### src/rtl/wb_rr_arbiter_pkg.sv
// wb_rr_arbiter shared types and helpers.
// Arbiter FSM states and the grant-index width rule.
package wb_arb_pkg;

   typedef enum logic {
      ARB_IDLE = 1'b0,
      ARB_BUSY = 1'b1
   } arb_state_t;

   // Width of a master index; never narrower than 1 bit.
   function automatic int sel_w(input int n);
      return ($clog2(n) > 1) ? $clog2(n) : 1;
   endfunction

endpackage

### src/rtl/wb_rr_arbiter_if.sv
// Wishbone arbiter bus bundle: N master ports plus one slave port.
// Suffixes _i/_o are relative to the arbiter.
interface wb_rr_arbiter_if #(
   parameter int NUM_MASTERS = 2,
   parameter int ADDR_WIDTH  = 32,
   parameter int DATA_WIDTH  = 32
);
   localparam int N  = NUM_MASTERS;
   localparam int BW = DATA_WIDTH / 8;

   logic [N-1:0]            m_cyc_i;
   logic [N-1:0]            m_stb_i;
   logic [N-1:0]            m_we_i;
   logic [N*BW-1:0]         m_sel_i;
   logic [N*ADDR_WIDTH-1:0] m_adr_i;
   logic [N*DATA_WIDTH-1:0] m_dat_i;
   logic [DATA_WIDTH-1:0]   m_dat_o;
   logic [N-1:0]            m_ack_o;
   logic [N-1:0]            m_err_o;

   logic                    s_cyc_o;
   logic                    s_stb_o;
   logic                    s_we_o;
   logic [BW-1:0]           s_sel_o;
   logic [ADDR_WIDTH-1:0]   s_adr_o;
   logic [DATA_WIDTH-1:0]   s_dat_o;
   logic [DATA_WIDTH-1:0]   s_dat_i;
   logic                    s_ack_i;
   logic                    s_err_i;

   logic [N-1:0]            grant_o;

   // Arbiter side.
   modport slave (
      input  m_cyc_i, m_stb_i, m_we_i,
      input  m_sel_i, m_adr_i, m_dat_i,
      output m_dat_o, m_ack_o, m_err_o,
      output s_cyc_o, s_stb_o, s_we_o,
      output s_sel_o, s_adr_o, s_dat_o,
      input  s_dat_i, s_ack_i, s_err_i,
      output grant_o
   );

   // Environment side: masters and the memory.
   modport master (
      output m_cyc_i, m_stb_i, m_we_i,
      output m_sel_i, m_adr_i, m_dat_i,
      input  m_dat_o, m_ack_o, m_err_o,
      input  s_cyc_o, s_stb_o, s_we_o,
      input  s_sel_o, s_adr_o, s_dat_o,
      output s_dat_i, s_ack_i, s_err_i,
      input  grant_o
   );

endinterface

### src/rtl/wb_rr_arbiter_pick.sv
// Round-robin picker: rotate past last owner, priority-encode,
// then rotate the winning position back to a master index.
module wb_rr_pick
   import wb_arb_pkg::*;
#(
   parameter int NUM_MASTERS = 2
) (
   input  logic [NUM_MASTERS-1:0]          i_req,
   input  logic [sel_w(NUM_MASTERS)-1:0]   i_last,
   output logic [sel_w(NUM_MASTERS)-1:0]   o_sel,
   output logic                            o_valid
);
   localparam int N  = NUM_MASTERS;
   localparam int SW = sel_w(N);

   logic [SW:0]    w_sh;
   logic [2*N-1:0] w_dbl;
   logic [N-1:0]   w_rot;
   logic [SW-1:0]  w_pos;
   logic [SW:0]    w_sum;

   // last+1 is at most N, so a doubled vector covers every rotation.
   assign w_sh  = {1'b0, i_last} + 1'b1;
   assign w_dbl = {i_req, i_req};
   assign w_rot = N'(w_dbl >> w_sh);

   // Lowest set bit of the rotated request wins.
   always_comb begin
      w_pos   = '0;
      o_valid = 1'b0;
      for (int i = N - 1; i >= 0; i--) begin
         if (w_rot[i]) begin
            w_pos   = SW'(i);
            o_valid = 1'b1;
         end
      end
   end

   assign w_sum = {1'b0, w_pos} + w_sh;
   assign o_sel = (w_sum >= (SW+1)'(N))
                ? SW'(w_sum - (SW+1)'(N))
                : SW'(w_sum);

endmodule

### src/rtl/wb_rr_arbiter.sv
// Wishbone B4 classic round-robin arbiter, N masters onto one slave.
// Grants are held for a whole bus cycle; optional ack watchdog.
module wb_rr_arbiter
   import wb_arb_pkg::*;
#(
   parameter int NUM_MASTERS    = 2,
   parameter int ADDR_WIDTH     = 32,
   parameter int DATA_WIDTH     = 32,
   parameter int TIMEOUT_CYCLES = 255
) (
   input  logic            wb_clk_i,
   input  logic            wb_rst_i,
   wb_rr_arbiter_if.slave  bus
);
   localparam int N  = NUM_MASTERS;
   localparam int SW = sel_w(N);
   localparam int BW = DATA_WIDTH / 8;
   localparam int CW = (TIMEOUT_CYCLES > 0)
                     ? $clog2(TIMEOUT_CYCLES + 1) : 1;

   arb_state_t             r_state;
   arb_state_t             w_next;
   logic [N-1:0]           r_grant;
   logic [SW-1:0]          r_last;
   logic [SW-1:0]          w_sel;
   logic                   w_valid;
   logic [N-1:0]           w_onehot;
   logic                   w_own_cyc;
   logic                   w_stall;
   logic                   w_wd_err;

   logic                   w_s_cyc;
   logic                   w_s_stb;
   logic                   w_s_we;
   logic [BW-1:0]          w_s_sel;
   logic [ADDR_WIDTH-1:0]  w_s_adr;
   logic [DATA_WIDTH-1:0]  w_s_dat;
   logic [N-1:0]           w_m_ack;
   logic [N-1:0]           w_m_err;

   wb_rr_pick #(.NUM_MASTERS(N)) u_pick (
      .i_req   (bus.m_cyc_i),
      .i_last  (r_last),
      .o_sel   (w_sel),
      .o_valid (w_valid)
   );

   // Decode the picked index into a grant vector.
   always_comb begin
      w_onehot = '0;
      for (int k = 0; k < N; k++) begin
         w_onehot[k] = (w_sel == SW'(k));
      end
   end

   assign w_own_cyc = |(r_grant & bus.m_cyc_i);

   // State register.
   always_ff @(posedge wb_clk_i) begin
      if (wb_rst_i) r_state <= ARB_IDLE;
      else          r_state <= w_next;
   end

   // Next state: grant on any request, release when owner drops cyc.
   always_comb begin
      w_next = r_state;
      unique case (r_state)
         ARB_IDLE: if (w_valid)    w_next = ARB_BUSY;
         ARB_BUSY: if (!w_own_cyc) w_next = ARB_IDLE;
         default:                  w_next = ARB_IDLE;
      endcase
   end

   // Grant and round-robin pointer.
   always_ff @(posedge wb_clk_i) begin
      if (wb_rst_i) begin
         r_grant <= '0;
         r_last  <= SW'(N - 1);
      end else if (r_state == ARB_IDLE && w_valid) begin
         r_grant <= w_onehot;
         r_last  <= w_sel;
      end else if (r_state == ARB_BUSY && !w_own_cyc) begin
         r_grant <= '0;
      end
   end

   assign w_stall = (r_state == ARB_BUSY) & w_s_stb
                  & ~bus.s_ack_i & ~bus.s_err_i;

   if (TIMEOUT_CYCLES > 0) begin : g_wd
      logic [CW-1:0] r_cnt;
      logic          r_wd_err;

      // Count unterminated strobe cycles; pulse an error at the limit.
      always_ff @(posedge wb_clk_i) begin
         if (wb_rst_i) begin
            r_cnt    <= '0;
            r_wd_err <= 1'b0;
         end else begin
            r_wd_err <= 1'b0;
            if (!w_stall) begin
               r_cnt <= '0;
            end else if (r_cnt == CW'(TIMEOUT_CYCLES)) begin
               r_cnt    <= '0;
               r_wd_err <= 1'b1;
            end else begin
               r_cnt <= r_cnt + 1'b1;
            end
         end
      end

      assign w_wd_err = r_wd_err;
   end else begin : g_no_wd
      assign w_wd_err = 1'b0;
   end

   // Outputs: route the owner to the slave, terminations back to it.
   always_comb begin
      w_s_cyc = 1'b0;
      w_s_stb = 1'b0;
      w_s_we  = 1'b0;
      w_s_sel = '0;
      w_s_adr = '0;
      w_s_dat = '0;
      w_m_ack = '0;
      w_m_err = '0;
      if (r_state == ARB_BUSY) begin
         for (int k = 0; k < N; k++) begin
            if (r_grant[k]) begin
               w_s_cyc    = bus.m_cyc_i[k];
               w_s_stb    = bus.m_stb_i[k] & bus.m_cyc_i[k];
               w_s_we     = bus.m_we_i[k];
               w_s_sel    = bus.m_sel_i[k*BW +: BW];
               w_s_adr    = bus.m_adr_i[k*ADDR_WIDTH +: ADDR_WIDTH];
               w_s_dat    = bus.m_dat_i[k*DATA_WIDTH +: DATA_WIDTH];
               w_m_ack[k] = bus.s_ack_i;
               w_m_err[k] = bus.s_err_i | w_wd_err;
            end
         end
      end
   end

   assign bus.s_cyc_o = w_s_cyc;
   assign bus.s_stb_o = w_s_stb;
   assign bus.s_we_o  = w_s_we;
   assign bus.s_sel_o = w_s_sel;
   assign bus.s_adr_o = w_s_adr;
   assign bus.s_dat_o = w_s_dat;
   assign bus.m_ack_o = w_m_ack;
   assign bus.m_err_o = w_m_err;
   assign bus.m_dat_o = bus.s_dat_i;
   assign bus.grant_o = r_grant;

endmodule

### src/flat_wrapper.sv
// flat-port wrapper written by rule: the top's interface ports become plain ports
module wb_rr_arbiter_flat import wb_arb_pkg::*;
#(
   parameter int NUM_MASTERS    = 2,
   parameter int ADDR_WIDTH     = 32,
   parameter int DATA_WIDTH     = 32,
   parameter int TIMEOUT_CYCLES = 255
)
  (wb_clk_i, wb_rst_i, bus_m_cyc_i, bus_m_stb_i, bus_m_we_i, bus_m_sel_i, bus_m_adr_i, bus_m_dat_i, bus_m_dat_o, bus_m_ack_o, bus_m_err_o, bus_s_cyc_o, bus_s_stb_o, bus_s_we_o, bus_s_sel_o, bus_s_adr_o, bus_s_dat_o, bus_s_dat_i, bus_s_ack_i, bus_s_err_i, bus_grant_o);
  wb_rr_arbiter_if #(.NUM_MASTERS(NUM_MASTERS), .ADDR_WIDTH(ADDR_WIDTH), .DATA_WIDTH(DATA_WIDTH)) bus_i ();
  input  logic wb_clk_i;
  input  logic wb_rst_i;
  input wire logic [$bits(bus_i.m_cyc_i)-1:0] bus_m_cyc_i;
  input wire logic [$bits(bus_i.m_stb_i)-1:0] bus_m_stb_i;
  input wire logic [$bits(bus_i.m_we_i)-1:0] bus_m_we_i;
  input wire logic [$bits(bus_i.m_sel_i)-1:0] bus_m_sel_i;
  input wire logic [$bits(bus_i.m_adr_i)-1:0] bus_m_adr_i;
  input wire logic [$bits(bus_i.m_dat_i)-1:0] bus_m_dat_i;
  output wire logic [$bits(bus_i.m_dat_o)-1:0] bus_m_dat_o;
  output wire logic [$bits(bus_i.m_ack_o)-1:0] bus_m_ack_o;
  output wire logic [$bits(bus_i.m_err_o)-1:0] bus_m_err_o;
  output wire logic [$bits(bus_i.s_cyc_o)-1:0] bus_s_cyc_o;
  output wire logic [$bits(bus_i.s_stb_o)-1:0] bus_s_stb_o;
  output wire logic [$bits(bus_i.s_we_o)-1:0] bus_s_we_o;
  output wire logic [$bits(bus_i.s_sel_o)-1:0] bus_s_sel_o;
  output wire logic [$bits(bus_i.s_adr_o)-1:0] bus_s_adr_o;
  output wire logic [$bits(bus_i.s_dat_o)-1:0] bus_s_dat_o;
  input wire logic [$bits(bus_i.s_dat_i)-1:0] bus_s_dat_i;
  input wire logic [$bits(bus_i.s_ack_i)-1:0] bus_s_ack_i;
  input wire logic [$bits(bus_i.s_err_i)-1:0] bus_s_err_i;
  output wire logic [$bits(bus_i.grant_o)-1:0] bus_grant_o;
  assign bus_i.m_cyc_i = bus_m_cyc_i;
  assign bus_i.m_stb_i = bus_m_stb_i;
  assign bus_i.m_we_i = bus_m_we_i;
  assign bus_i.m_sel_i = bus_m_sel_i;
  assign bus_i.m_adr_i = bus_m_adr_i;
  assign bus_i.m_dat_i = bus_m_dat_i;
  assign bus_m_dat_o = bus_i.m_dat_o;
  assign bus_m_ack_o = bus_i.m_ack_o;
  assign bus_m_err_o = bus_i.m_err_o;
  assign bus_s_cyc_o = bus_i.s_cyc_o;
  assign bus_s_stb_o = bus_i.s_stb_o;
  assign bus_s_we_o = bus_i.s_we_o;
  assign bus_s_sel_o = bus_i.s_sel_o;
  assign bus_s_adr_o = bus_i.s_adr_o;
  assign bus_s_dat_o = bus_i.s_dat_o;
  assign bus_i.s_dat_i = bus_s_dat_i;
  assign bus_i.s_ack_i = bus_s_ack_i;
  assign bus_i.s_err_i = bus_s_err_i;
  assign bus_grant_o = bus_i.grant_o;
  wb_rr_arbiter #(.NUM_MASTERS(NUM_MASTERS), .ADDR_WIDTH(ADDR_WIDTH), .DATA_WIDTH(DATA_WIDTH), .TIMEOUT_CYCLES(TIMEOUT_CYCLES)) u_core (.wb_clk_i(wb_clk_i), .wb_rst_i(wb_rst_i), .bus(bus_i));
endmodule
### config.mk
export PLATFORM = sky130hd
export DESIGN_NAME = wb_rr_arbiter_flat
export DESIGN_NICKNAME = d
export VERILOG_FILES = /design/src/rtl/wb_rr_arbiter_pkg.sv /design/src/rtl/wb_rr_arbiter_if.sv /design/src/rtl/wb_rr_arbiter_pick.sv /design/src/rtl/wb_rr_arbiter.sv /design/src/flat_wrapper.sv
export SDC_FILE = /design/constraint.sdc
export NUM_CORES = 1
export LEC_CHECK = 0
export CAP_MARGIN = 20
export CORE_AREA = 5 5 109 111
export CTS_CLUSTER_SIZE = 30
export DETAILED_ROUTE_END_ITERATION = 12
export DIE_AREA = 0 0 114 116
export PLACE_DENSITY_LB_ADDON = 0.08
export SETUP_SLACK_MARGIN = 0.15
export SLEW_MARGIN = 20
export SYNTH_ARGS = -nofsm -noshare
export SYNTH_HDL_FRONTEND = slang
export SYNTH_SLANG_ARGS = --single-unit
### constraint.sdc
create_clock -name wb_clk_i -period 1.35 [get_ports wb_clk_i]
set_clock_uncertainty 0.1 [all_clocks]
set_input_delay 0.135 -clock wb_clk_i [delete_from_list [all_inputs] [get_ports wb_clk_i]]
set_output_delay 0.135 -clock wb_clk_i [all_outputs]
set_load 0.005 [all_outputs]
==> reports/metrics.yaml <==
drt_iter0_drc: 140
cts_buffer_depth: 2
fin_ws_ns: -0.4089
slew_viol_final: 0
netlist_instances: 194
power_density_mw_per_mm2: 406.0
cp.arrival_ns: 1.52
period_share: 1.303
syn_area_mm2: 0.001589
synth_seq_cells: 13
crit_slowest_cell: "dfxtp_4"
cts_sinks: 13
ir_worst_vdd_v: 0.0004200
violations: "setup timing"
path_cells: "buf_6 -> nor2_4 -> buf_6 -> buf_6 -> buf_16 -> buf_4 -> a22o_1 -> buf_2"
p_sw_frac: 0.2681
die_w_um: 114
reg2reg_slack_ns: -0.27
start_util: 0.1485
finalHoldViolations: 0
wl_per_cell_um: 23.61
ys_seq_area_frac: 0.1638
synth_fp_nets: 373
netlist_top_cells_area: "a22o_1 (38%), dfxtp_1 (16%), buf_4 (15%), buf_2 (3.1%), a21oi_1 (2.5%)"
critPathLaunchType: "flip-flop"
internal_power_uw: 1338
p_seq_frac: 0.222
clkTransAtPathRegs_ns: 0.05
drt-total-wl_mm: 13.58
cpMostUsedCell: "buf_6"
utilization: 0.4209
worstPathRequired_ns: 1.12
die_h_um: 116
ios: 287
insertion_delay_ns: 0.24
tightest_slew_ns: 0.2681
grt_pass1_vias: 2635
hp-class: "in2out"
grt_max_degree: 21
syn_avg_cell_area_um2: 8.191
num_rows: 38
yosysTopAreaCellShare: 0.3803
place_area_mm2: 0.003946
dr.pass1.iters: 4
core-area_mm2: 0.01070
p_leak_uw: 0.001988
crit_type: "reg2out"
area.growth.synth_to_final_pct: 183.4
diodes: 0
ctsRootBufferMaster: "clkbuf_8"
vias_per_cell: 4.492
nNetsFinal: 615
finalPower_uw: 1828
grt_use_total: 0.1829
end_kind: "primary output"
ant_nets: 0
cts_tree: "done"
rsz0062_at_grt: "true"
drc: 0
finalSetupViolCount: 86
dp.final_hpwl_mm: 10.44
fillers: 1104
drive_above_1_share: 0.4322
status: "complete, but fails checks"
yosys_warnings: 0
synth.largest_area_cell: "a22o_1"
comb_power_share: 0.592
period_needed_ns: 1.759
numCtsBuffers: 3
ctsHtreeMaxLevel: 1
max_stage_delay_ns: 0.36
vias: 2583
clkPwrFrac: 0.186
drv_cap: 0
gp_congestion: 0.8641
synth_cell_types: 33
maxSlewHeadroom: 0.8197
max_freq_mhz: 568.5
grt_pass1_wl_mm: 18.00
power.switching_uw: 490.0
fin_area_mm2: 0.004503
die-area_mm2: 0.01322
gr-total-overflow: 0
io_buffer_count: 222
cp_max_fo: 6
cts_hold_buf: 0
antenna_found_initial: 0
==> critical path: cells and delay by family, from the launching register on <==
kind	cells	cell delay, ns
buffers and inverters	6	0.72
DFF	1	0.36
AOI/OAI and AO/OA	1	0.17
and+or+nand+nor	1	0.03
==> stage by stage <==
stage          setup WS, ns  hold WS, ns  cells  setup TNS, ns
6_report            -0.4089       0.1700    575         -26.50
5_1_grt             -0.4656       0.1700    575         -30.76
2_1_floorplan     -0.006123      0.09665    194        -0.3368
4_1_cts             -0.4257       0.1700    561         -24.42
3_3_place_gp        -0.5280       0.1700    531         -33.93
3_5_place_dp        -0.5651       0.1700    531         -35.39
==> synth_stat cells (all sizes together) <==
| cell type | instances |
|---|---|
| clkbuf | 7 |
| buf | 43 |
| ha | 1 |
| a21boi | 1 |
| and3 | 3 |
| o21ai | 5 |
| and2 | 1 |
| a21o | 2 |
| o31ai | 1 |
| nand3b | 1 |
| nand3 | 4 |
| inv | 1 |
| xor2 | 2 |
| a21oi | 8 |
| nand2 | 8 |
| or3 | 2 |
| nand4b | 1 |
| nor3 | 4 |
| nor2b | 3 |
| or4b | 1 |
| o21ba | 1 |
| or4 | 1 |
| nor3b | 1 |
| o21bai | 2 |
| xnor2 | 1 |
| nor2 | 5 |
| a211oi | 2 |
| a22o | 69 |
| dfxtp | 13 |
==> path summary, 6_finish.rpt <==
path | start | end | cells after the start
worst max-delay path | u_core.bus.grant_o[1]$_SDFFE_PP0P_ | bus_s_adr_o[31] | 8
worst max register to register | u_core.bus.grant_o[1]$_SDFFE_PP0P_ | u_core.g_wd.r_cnt[7]$_SDFF_PP0_ | 7
worst min-delay path | bus_s_dat_i[14] | bus_m_dat_o[14] | 0
worst min register to register | u_core.g_wd.r_cnt[0]$_SDFF_PP0_ | u_core.g_wd.r_cnt[0]$_SDFF_PP0_ | 1
==> sequential cells by signal, summed over array words and instances (netlist names) <==
| name | count |
|---|---|
| u_core.r_last | 1 |
| u_core.r_state | 1 |
| u_core.g_wd.r_cnt | 8 |
| u_core.g_wd.r_wd_err | 1 |
| u_core.bus.grant_o | 2 |
==> cells in the final DEF, fill, tap and decap left out, drive strengths merged, types with 2 or more instances in the layout <==
cell	count
buf	137
clkdlybuf4s50	145
a21o	3
a21oi	8
o21ai	5
a211oi	2
a22o	69
nor2b	3
nand2	8
nor2	5
xor2	2
o21bai	2
and3	3
clkbuf	8
dfxtp	13
or3	2
nor3	4
nand3	4
==> layer usage <==
metal | track usage | share of wire | vias up
li1 | - | - | 1212
met1 | 0.2405 | 0.42 | 1209
met2 | 0.2970 | 0.47 | 150
met3 | 0.05535 | 0.092 | 12
met4 | 0.03563 | 0.014 | 0
met5 | 0.01111 | 0 | -
==> layout make-up <==
type,instances,area [µm²],share of cell area
repair buffers,286,2815,0.6252
multi-input cells,131,1192,0.2648
flip-flops and latches,13,271.5,0.06029
well taps,140,175.2,0.03890
clock buffers,4,45.04,0.01000
inverters,1,3.754,0.0008336
==> cell families (layout without fill, tap and decap cells) <==
family                     after synthesis  after routing  synth area share
buffers and inverters                   51            291            0.2087
xor gates and xnor gates                 3              3           0.01654
DFF                                     13             13            0.1638
adders and majority gates                1              1          0.007873
AOI/OAI and AO/OA                       91             92            0.4716
and+or+nand+nor                         35             35            0.1315
==> power by group through the flow <==
| stage | Combinational, µW | Clock, µW | Sequential (µW) |
|---|---|---|---|
| global route | 1140 | 377 | 407 |
| global placement | 928 | 0 | 410 |
| CTS | 1010 | 358 | 405 |
| detailed placement | 925 | 0 | 410 |
| finish | 1080 | 340 | 406 |
| floorplan | 270 | 0 | 413 |
==> repair_timing <==
| item | 4_1_cts | 5_1_grt |
|---|---|---|
| endpoints found under the setup margin | 87 | 89 |
| gates cloned | 7 | 2 |
| setup buffers | 19 | 12 |
| pin swaps | 36 | 27 |
| resized for setup | 363 | 35 |
(Power assumes the default switching activity.)
